===== config.mk =====
export PLATFORM = sky130hd
export DESIGN_NAME = serial_adder_seq_flat
export DESIGN_NICKNAME = d
export VERILOG_FILES = /design/src/rtl/serial_adder_pkg.sv /design/src/rtl/serial_adder_seq_if.sv /design/src/rtl/serial_adder_seq_full_adder_cell.sv /design/src/rtl/serial_adder_seq.sv /design/src/flat_wrapper.sv
export SDC_FILE = /design/constraint.sdc
export NUM_CORES = 1
export LEC_CHECK = 0
export BUFFER_PORTS_ARGS = -buffer_cell sky130_fd_sc_hd__buf_2
export CAP_MARGIN = 40
export CORE_MARGIN = 5
export CORE_UTILIZATION = 25
export DETAILED_ROUTE_END_ITERATION = 16
export PLACE_DENSITY = 0.52
export SYNTH_ARGS = -nofsm -noshare
export SYNTH_HDL_FRONTEND = slang
export SYNTH_SLANG_ARGS = --single-unit

===== constraint.sdc =====
create_clock -name clk -period 2.2 [get_ports clk]
set_input_delay 0.33 -clock clk [delete_from_list [all_inputs] [get_ports clk]]
set_output_delay 0.33 -clock clk [all_outputs]
set_load 0.05 [all_outputs]

===== src/rtl/serial_adder_pkg.sv =====
// Shared types and constants for the bit-serial adder: FSM state encoding and
// the helper that sizes the bit counter from the operand width.
package serial_adder_pkg;

    typedef enum logic [1:0] {
        IDLE = 2'd0,
        RUN  = 2'd1,
        DONE = 2'd2
    } state_t;

    localparam int WIDTH_DEFAULT = 8;

    // Counter only has to reach WIDTH-1, so clog2(WIDTH) bits suffice.
    function automatic int cnt_width(input int width);
        return (width > 1) ? $clog2(width) : 1;
    endfunction

    localparam int CNT_W_DEFAULT = cnt_width(WIDTH_DEFAULT);

endpackage


===== src/rtl/serial_adder_seq_if.sv =====
// Start/busy/done handshake, operand bus and live serial taps of serial_adder_seq.
interface serial_adder_seq_if #(
    parameter int WIDTH = 8
);
    logic             start;
    logic [WIDTH-1:0] op_a;
    logic [WIDTH-1:0] op_b;
    logic             sub;
    logic             busy;
    logic             done;
    logic [WIDTH-1:0] sum;
    logic             cout;
    logic             sum_bit;
    logic             carry_q;

    modport master (
        output start, op_a, op_b, sub,
        input  busy, done, sum, cout, sum_bit, carry_q
    );

    modport slave (
        input  start, op_a, op_b, sub,
        output busy, done, sum, cout, sum_bit, carry_q
    );

endinterface


===== src/rtl/serial_adder_seq_full_adder_cell.sv =====
// One-bit full adder built from two half-adder stages; the serial adder's
// only arithmetic element.
module full_adder_cell (
    input  logic a,
    input  logic b,
    input  logic cin,
    output logic s,
    output logic co
);
    logic ha0_s;
    logic ha0_c;
    logic ha1_c;

    assign ha0_s = a ^ b;
    assign ha0_c = a & b;
    assign s     = ha0_s ^ cin;
    assign ha1_c = ha0_s & cin;
    // Both half-adder carries can never be set together, so OR is exact.
    assign co    = ha0_c | ha1_c;

endmodule


===== src/rtl/serial_adder_seq.sv =====
// Bit-serial WIDTH-bit adder with start/busy/done handshake, LSB first.
// Optional subtract mode is enabled by defining SERIAL_ADDER_SUB_EN.
module serial_adder_seq #(
    parameter int WIDTH = 8
) (
    input logic             clk,
    input logic             rst,
    serial_adder_seq_if.slave bus
);
    import serial_adder_pkg::*;

    localparam int CNT_W = cnt_width(WIDTH);
    localparam logic [CNT_W-1:0] CNT_LAST = CNT_W'(WIDTH - 1);

    state_t             state;
    logic [WIDTH-1:0]   a_sr;
    logic [WIDTH-1:0]   b_sr;
    logic [WIDTH-1:0]   sum_q;
    logic [CNT_W-1:0]   cnt;
    logic               carry_q;
    logic               cout_q;
    logic               busy_q;
    logic               done_q;

    logic               fa_s;
    logic               fa_co;
    logic [WIDTH-1:0]   b_init;
    logic               cin_init;

`ifdef SERIAL_ADDER_SUB_EN
    // A - B as A + ~B + 1: invert B once at capture and seed the carry with 1.
    assign b_init   = bus.sub ? ~bus.op_b : bus.op_b;
    assign cin_init = bus.sub;
`else
    logic sub_unused;
    assign sub_unused = bus.sub;
    assign b_init     = bus.op_b;
    assign cin_init   = 1'b0;
`endif

    full_adder_cell u_fa (
        .a   (a_sr[0]),
        .b   (b_sr[0]),
        .cin (carry_q),
        .s   (fa_s),
        .co  (fa_co)
    );

    always_ff @(posedge clk or posedge rst) begin
        if (rst) begin
            state   <= IDLE;
            a_sr    <= '0;
            b_sr    <= '0;
            sum_q   <= '0;
            cnt     <= '0;
            carry_q <= 1'b0;
            cout_q  <= 1'b0;
            busy_q  <= 1'b0;
            done_q  <= 1'b0;
        end else begin
            case (state)
                IDLE, DONE: begin
                    done_q <= 1'b0;
                    if (bus.start) begin
                        a_sr    <= bus.op_a;
                        b_sr    <= b_init;
                        carry_q <= cin_init;
                        cnt     <= '0;
                        sum_q   <= '0;
                        cout_q  <= 1'b0;
                        busy_q  <= 1'b1;
                        state   <= RUN;
                    end else begin
                        busy_q  <= 1'b0;
                        state   <= IDLE;
                    end
                end
                RUN: begin
                    // New bit enters at the MSB so after WIDTH shifts bit 0 sits at the LSB.
                    sum_q   <= {fa_s, sum_q[WIDTH-1:1]};
                    a_sr    <= a_sr >> 1;
                    b_sr    <= b_sr >> 1;
                    carry_q <= fa_co;
                    cnt     <= cnt + 1'b1;
                    if (cnt == CNT_LAST) begin
                        cout_q <= fa_co;
                        busy_q <= 1'b0;
                        done_q <= 1'b1;
                        state  <= DONE;
                    end
                end
                default: begin
                    busy_q <= 1'b0;
                    done_q <= 1'b0;
                    state  <= IDLE;
                end
            endcase
        end
    end

    assign bus.busy    = busy_q;
    assign bus.done    = done_q;
    assign bus.sum     = sum_q;
    assign bus.cout    = cout_q;
    assign bus.carry_q = carry_q;
    assign bus.sum_bit = (state == RUN) ? fa_s : 1'b0;

endmodule


===== src/flat_wrapper.sv =====
// flat-port wrapper written by rule: the top's interface ports become plain ports
module serial_adder_seq_flat import serial_adder_pkg::*;
#(
    parameter int WIDTH = 8
)
  (clk, rst, bus_start, bus_op_a, bus_op_b, bus_sub, bus_busy, bus_done, bus_sum, bus_cout, bus_sum_bit, bus_carry_q);
  serial_adder_seq_if #(.WIDTH(WIDTH)) bus_i ();
  input logic clk;
  input logic rst;
  input wire logic [$bits(bus_i.start)-1:0] bus_start;
  input wire logic [$bits(bus_i.op_a)-1:0] bus_op_a;
  input wire logic [$bits(bus_i.op_b)-1:0] bus_op_b;
  input wire logic [$bits(bus_i.sub)-1:0] bus_sub;
  output wire logic [$bits(bus_i.busy)-1:0] bus_busy;
  output wire logic [$bits(bus_i.done)-1:0] bus_done;
  output wire logic [$bits(bus_i.sum)-1:0] bus_sum;
  output wire logic [$bits(bus_i.cout)-1:0] bus_cout;
  output wire logic [$bits(bus_i.sum_bit)-1:0] bus_sum_bit;
  output wire logic [$bits(bus_i.carry_q)-1:0] bus_carry_q;
  assign bus_i.start = bus_start;
  assign bus_i.op_a = bus_op_a;
  assign bus_i.op_b = bus_op_b;
  assign bus_i.sub = bus_sub;
  assign bus_busy = bus_i.busy;
  assign bus_done = bus_i.done;
  assign bus_sum = bus_i.sum;
  assign bus_cout = bus_i.cout;
  assign bus_sum_bit = bus_i.sum_bit;
  assign bus_carry_q = bus_i.carry_q;
  serial_adder_seq #(.WIDTH(WIDTH)) u_core (.clk(clk), .rst(rst), .bus(bus_i));
endmodule

Yosys cells after proc, flatten, opt, wreduce, memory -nomap -nowiden:

Index checks and enable logic that the tools add are counted.
W data, S select, Z words.

* flip-flop bits (word level): 33
* input bits: 20
* output and inout bits: 13

* add/sub/neg operators: 1
* equal/unequal tests: 5
* multiplexer cells: 21
* bitwise logic cells: 5
* reduce and logical (&&, ||, !) cells: 5

Operators with widths (count)
* $pmux W8 S2: 3
* $mux W8: 3
* $mux W1: 8
* $pmux W1 S2: 3
* $pmux W3 S2: 1
* $pmux W2 S2: 1
* $add A3 B1 Y3 const B: 1
* $eq A3 B3 Y1 const B: 1
* $mux W3: 1
* $reduce_and A3 Y1: 1
* $and A1 B1 Y1: 2
* $eq A2 B1 Y1 const B: 1
* $eq A2 B2 Y1 const B: 1
* $logic_not A2 Y1: 1
* $mux W2: 1
* $ne A2 B1 Y1 const B: 1
* $ne A2 B2 Y1 const B: 1
* $reduce_and A2 Y1: 1
* $reduce_bool A2 Y1: 1
* $reduce_or A2 Y1: 1
* $xor A1 B1 Y1: 2
* $or A1 B1 Y1: 1

Longest topological paths before layout:

Gate-level depths: netlist of the first run.

* word-level depth: 5
* gate-level depth with buffers: 5
* gate-level depth less buffers: 5

Modules after synthesis:

From an unflattened synthesis of the first run, not the netlist that was laid out.

* cell total of the unflattened synthesis: 128
* area, all modules: 1458.9 µm²

Modules (own cells, without submodules)
* serial_adder_seq: times used 1, cells an instance 127, area each 1438.9 µm², seq. area each 800.8 µm²
* full_adder_cell: times used 1, cells an instance 1, area each 20.0 µm², seq. area each 0.0 µm²

Least setup slack after synthesis of the first run:

Ideal clock, no wire load.

* path type: register to output
* from: register u_core.carry_q, in the netlist u_core.bus.carry_q
* to: output bus_sum_bit
* arrival time: 1.644 ns
* slack: 0.226 ns
* cell stages (with the launch flop): 3
* buffers on the path: 0
* cells stage by stage: dfrtp_1 > fa_1 > and3b_1

* longest elaborated chain between the ends: 2

Ends and longest elaborated chain
* start: declaration: line serial_adder_seq.sv:20 `logic carry_q;`
* start signal: assignment: line serial_adder_seq.sv:67 `carry_q <= cin_init;`
* start signal: assignment: line serial_adder_seq.sv:83 `carry_q <= fa_co;`
* $xor A1 B1 Y1: line serial_adder_seq_full_adder_cell.sv:16 `assign s = ha0_s ^ cin;`
* $mux W1: line serial_adder_seq.sv:106 `assign bus.sum_bit = (state == RUN) ? fa_s : 1'b0;`
* end: declaration: line flat_wrapper.sv:18 `output wire logic [$bits(bus_i.sum_bit)-1:0] bus_sum_bit;`

No other way between the ends.

Final worst setup path of the first run:

Same ends and word-level chain as after synthesis.

==> results of run 1 <==
==> cell families (layout without fill, tap and decap cells) <==
logic type               after synthesis  count (layout)
AO/OA/AOI/OAI                         43              43
AND/OR/NAND/NOR                       35              35
flip-flops                            31              31
multiplexers                          29              29
buffers and inverters                 15              47
adder cells (fa/ha/maj)                3               3
XOR/XNOR                               1               1
==> flip-flops by register name, summed over array words and instances, names as in the netlist <==
name / count
u_core.b_sr: 8
u_core.cnt: 3
u_core.a_sr: 8
u_core.bus.sum: 8
u_core.bus.carry_q: 1
u_core.bus.busy: 1
u_core.bus.done: 1
u_core.bus.cout: 1
==> report_power, final <==
group | total [mW] | switching [mW] | internal (mW)
clock network | 0.451 | 0.206 | 0.245
logic | 1.50 | 0.865 | 0.630
registers | 1.05 | 0.223 | 0.830
==> Yosys cell counts, drive strengths merged <==
library cell / instances
a211oi: 14
a21oi: 14
a22o: 6
and3b: 2
buf: 10
clkbuf: 4
dfrtp: 31
fa: 1
ha: 2
inv: 1
mux2: 13
mux2i: 16
nand2: 7
nand2b: 7
nand3: 2
nor2: 2
nor2b: 15
o21ai: 9
xnor2: 1
==> stage by stage <==
stage	power [mW]	instances	area, sq um	setup WS (ns)	utilization
floorplan	2.25	157	1700	0.226	-
global placement	2.55	262	1930	0.442	0.288
detailed placement	2.58	262	1930	0.427	0.288
CTS	3.05	269	2020	0.104	0.301
global route	3.24	269	2020	0.0635	0.301
finish	3.00	269	2020	0.125	0.301
==> critical path, cell delays in order (launching register included) <==
cell and delay, ns:
dfrtp_1 0.42, fa_1 0.60, and3b_1 0.19, buf_2 0.26
==> per-layer routing <==
layer	routed length, um	share of wire	track usage
met1	1840	0.51	0.132
met2	1600	0.44	0.137
met3	128	0.035	0.0284
met4	54	0.015	0.0334
met5	0	0	0
==> how the worst max path moves through the flow <==
| stage | start | end | slack, ns |
|---|---|---|---|
| after floorplan | u_core.bus.carry_q$_DFFE_PP0P_ | bus_sum_bit | 0.23 |
| after global placement | u_core.bus.carry_q$_DFFE_PP0P_ | bus_sum_bit | 0.44 |
| after detailed placement | u_core.bus.carry_q$_DFFE_PP0P_ | bus_sum_bit | 0.43 |
| after CTS | u_core.bus.carry_q$_DFFE_PP0P_ | bus_sum_bit | 0.10 |
| after global routing | u_core.bus.carry_q$_DFFE_PP0P_ | bus_sum_bit | 0.06 |
| final | u_core.bus.carry_q$_DFFE_PP0P_ | bus_sum_bit | 0.12 |
==> final cells by class <==
type | count | area [sq um] | share of cell area
Sequential cell | 31 | 776 | 0.384
Tap cell | 80 | 100 | 0.0495
Multi-Input combinational cell | 111 | 840 | 0.415
Clock inverter | 1 | 5.00 | 0.00248
Clock buffer | 6 | 82.6 | 0.0408
Timing Repair Buffer | 39 | 215 | 0.106
Inverter | 1 | 3.75 | 0.00186
==> results.py, run 1 <==
metrics = {
    "outcome": {
        "status": "completed",
    },
    "timing": {
        "fin_crit_ns": 2.08,
        "hold_slack_ns": 0.123,
        "maxSlewHeadroom": 0.638,
        "clock_skew_ns": 0.00574,
        "setup_viol": 0,
        "worst_pin_slew_ns": 0.544,
        "max_freq_mhz": 482,
        "rsz0062_at_grt": "no",
        "final_max_slew_viol_count": 0,
        "setup-tns-final_ns": 0,
        "hold_violations": 0,
        "fin_crit_sh": 0.943,
    },
    "clock_tree": {
        "cts_buffer_depth": 2,
        "cts_setup_buffers": 0,
        "cts_hold_buf": 0,
        "cts_num_sinks": 31,
        "clkLatencyLatePin_ns": 0.28,
        "cts_tree": "yes",
        "postCtsResizedCells": 0,
        "numCtsBuffers": 5,
        "cts.root.buffer_cell": "clkbuf_8",
        "h-tree-depth": 2,
        "clk_pin_slew_ns": 0.07,
    },
    "floorplanning": {
        "coreArea_sq_mm": 0.00672,
        "die_x_um": 92.6,
        "fp.dieH_um": 92.6,
        "initial_core_util": 0.254,
        "rows": 30,
        "die-area_sq_mm": 0.00857,
        "ios": 33,
    },
    "placed_design": {
        "port_buffers": 31,
        "dpl.hpwl_um": 2470,
        "place_congestion": 0.667,
    },
    "synthesis": {
        "muxShareOfSynthArea": 0.184,
        "syn_area_sq_mm": 0.00170,
        "synth_compound_area_frac": 0.160,
        "synth_area_leader_cell": "dfrtp_1",
        "synth_cells": 157,
        "synth_seq_cells": 31,
        "synth-xor-area-share": 0.00514,
        "synth_warnings": 0,
        "ys_seq_area_frac": 0.455,
        "synth_top_area_frac": 0.455,
        "yosys.area_share.simple": 0.117,
        "synthAdderAreaFrac": 0.0264,
        "synth_nets": 180,
        "synth_area_leaders": "dfrtp_1, mux2i_1, mux2_2, a211oi_1, nor2b_1",
        "syn_area_per_cell_sq_um": 10.9,
        "synth_top_family_by_area": "multiplexers",
        "ys_types": 23,
    },
    "routing": {
        "firstDrtPassIters": 4,
        "wire_per_inst_um": 13.5,
        "antenna_left": 0,
        "vias_per_cell": 4.48,
        "drcViolationCount": 0,
        "routed_wl_um": 3620,
        "first_iter_violations": 52,
        "vias": 1205,
    },
    "global_routing": {
        "overflow": 0,
        "grt_pass1_vias": 1234,
        "antenna_found_initial": 0,
        "grt_max_degree": 37,
        "grt_pass1_wl_um": 6360,
        "grt_usage": 0.0943,
    },
    "finish": {
        "mostFrequentLayoutCells": "buf_2, dfrtp_1, mux2i_1",
        "layout-drive-gt1-share": 0.312,
        "antenna_cells": 0,
        "final_nets": 212,
        "area_delta_synth_final_pct": 18.6,
        "fillers": 714,
    },
    "worst_setup_path": {
        "reg2reg_from": "u_core.cnt[0]$_DFFE_PP0P_",
        "ff2ff_setup_slack_ns": 0.68,
        "critical_path_class": "reg2out",
        "worst-endpoint-required_ns": 1.87,
        "path_max_fanout": 4,
        "cp-start-kind": "register",
        "rr_worst_depth": 5,
        "worst_r2r_endpoint": "u_core.bus.cout$_DFFE_PP0P_",
        "worstSetupEndpointType": "output port",
        "cp_data_arrival_time_ns": 1.75,
    },
    "power_and_ir_drop": {
        "peakVddDrop_mv": 0.531,
        "powerDensity_mw_per_mm2": 1480,
        "p_leak_nw": 0.885,
    },
    "min_path": {
        "hp-class": "in2async",
    },
    "flow_run": {
        "maxCapViolations": 0,
    },
}
(Power assumes the default switching activity.)
==> run 2: changes to the inputs <==
Settings changed: CAP_MARGIN 40 to default, CORE_ASPECT_RATIO from default to 2.
==> results.py, run 2 (synthesized netlist as in run 1, its figures left out) <==
metrics = {
    "timing": {
        "fin_crit_sh": 0.914,
        "rsz0062_at_grt": "no",
        "maxSlewHeadroom": 0.669,
        "max_freq_mhz": 497,
        "clock_skew_ns": 0.00250,
        "setup-tns-final_ns": 0,
        "setup_viol": 0,
        "worst_pin_slew_ns": 0.496,
        "fin_crit_ns": 2.01,
        "hold_slack_ns": 0.127,
        "hold_violations": 0,
        "final_max_slew_viol_count": 0,
    },
    "routing": {
        "antenna_left": 0,
        "firstDrtPassIters": 4,
        "vias_per_cell": 4.45,
        "drcViolationCount": 0,
        "wire_per_inst_um": 13.0,
        "routed_wl_um": 3590,
        "vias": 1232,
        "first_iter_violations": 5,
    },
    "min_path": {
        "hp-class": "in2async",
    },
    "worst_setup_path": {
        "worst-endpoint-required_ns": 1.87,
        "path_max_fanout": 4,
        "worstSetupEndpointType": "output port",
        "critical_path_class": "reg2out",
        "cp_data_arrival_time_ns": 1.68,
        "cp-start-kind": "register",
        "rr_worst_depth": 5,
    },
    "floorplanning": {
        "rows": 42,
        "ios": 33,
        "die_x_um": 68.4,
        "coreArea_sq_mm": 0.00662,
        "die-area_sq_mm": 0.00867,
        "fp.dieH_um": 127,
        "initial_core_util": 0.257,
    },
    "placed_design": {
        "placed_cells": 269,
        "port_buffers": 31,
        "place_congestion": 0.661,
        "dpl.hpwl_um": 2490,
    },
    "finish": {
        "mostFrequentLayoutCells": "buf_2, dfrtp_1, mux2i_1",
        "area_delta_synth_final_pct": 22.5,
        "stdcell_count": 277,
        "antenna_cells": 0,
        "layout-drive-gt1-share": 0.302,
        "final_nets": 211,
    },
    "clock_tree": {
        "cts_hold_buf": 0,
        "clkLatencyLatePin_ns": 0.27,
        "clk_pin_slew_ns": 0.05,
        "h-tree-depth": 2,
        "numCtsBuffers": 5,
        "postCtsResizedCells": 0,
        "cts_buffer_depth": 2,
        "cts_num_sinks": 31,
        "cts.root.buffer_cell": "clkbuf_16",
        "cts_tree": "yes",
        "cts_setup_buffers": 0,
    },
    "power_and_ir_drop": {
        "peakVddDrop_mv": 0.517,
        "p_leak_nw": 0.905,
        "powerDensity_mw_per_mm2": 1540,
    },
    "global_routing": {
        "grt_pass1_vias": 1250,
        "grt_usage": 0.0928,
        "overflow": 0,
        "grt_max_degree": 32,
        "grt_pass1_wl_um": 6160,
        "antenna_found_initial": 0,
    },
    "outcome": {
        "status": "completed",
    },
    "flow_run": {
        "maxCapViolations": 0,
    },
}
[run 2: changes by cell type in the layout (fill, tap and decap cells not counted), sizes merged]
| cell | change |
|---|---|
| clkbuf | +1 |
| buf | -1 |
[run 2: critical path: stages (launching register included)]
cell and delay [ns]:
dfrtp_1 0.41, fa_1 0.59, and3b_1 0.15, buf_2 0.26
[run 2: worst paths after layout]
path / startpoint / end / slack [ns]
worst max register to register: u_core.cnt[0]$_DFFE_PP0P_ / u_core.bus.cout$_DFFE_PP0P_ / 0.64
min in group clk: bus_op_b[1] / u_core.b_sr[1]$_DFFE_PP0P_ / 0.32
worst max-delay path: u_core.bus.carry_q$_DFFE_PP0P_ / bus_sum_bit / 0.19
worst min-delay path: rst / u_core.bus.sum[5]$_DFFE_PP0P_ / 0.13
max in group asynchronous: rst / u_core.b_sr[4]$_DFFE_PP0P_ / 1.77
worst min register to register: u_core.bus.sum[0]$_DFFE_PP0P_ / u_core.bus.sum[0]$_DFFE_PP0P_ / 0.52
[run 2: layer usage]
metal | up-vias | wire length, um | global-route usage | share of wire
met3 | 5 | 129 | 0.0221 | 0.036
met2 | 23 | 1830 | 0.144 | 0.51
li1 | 620 | - | - | -
met1 | 584 | 1540 | 0.114 | 0.43
met4 | 0 | 91 | 0.0528 | 0.025
met5 | - | 0 | 0 | 0
[run 2: power breakdown]
part           total (mW)  switching [mW]  internal, mW
Clock               0.652           0.234         0.417
Combinational        1.50           0.864         0.632
Sequential           1.06           0.226         0.832
Total                3.21            1.32          1.88
[run 2: layout make-up]
cell class                      instances  area, sq um
Multi-Input combinational cell        111          840
Fill cell                             753         4530
Timing Repair Buffer                   38          220
Clock inverter                          1         5.00
Tap cell                               88          110
Clock buffer                            7          133
Inverter                                1         3.75
Sequential cell                        31          776
[run 2: metrics by stage]
stage	utilization	area (sq um)	worst slack [ns]	power, mW
after floorplan	-	1700	0.226	2.25
after global placement	0.294	1950	0.460	2.56
after detailed placement	0.294	1950	0.463	2.59
after CTS	0.315	2090	0.167	3.26
after global routing	0.315	2090	0.0926	3.45
final	0.315	2090	0.189	3.21
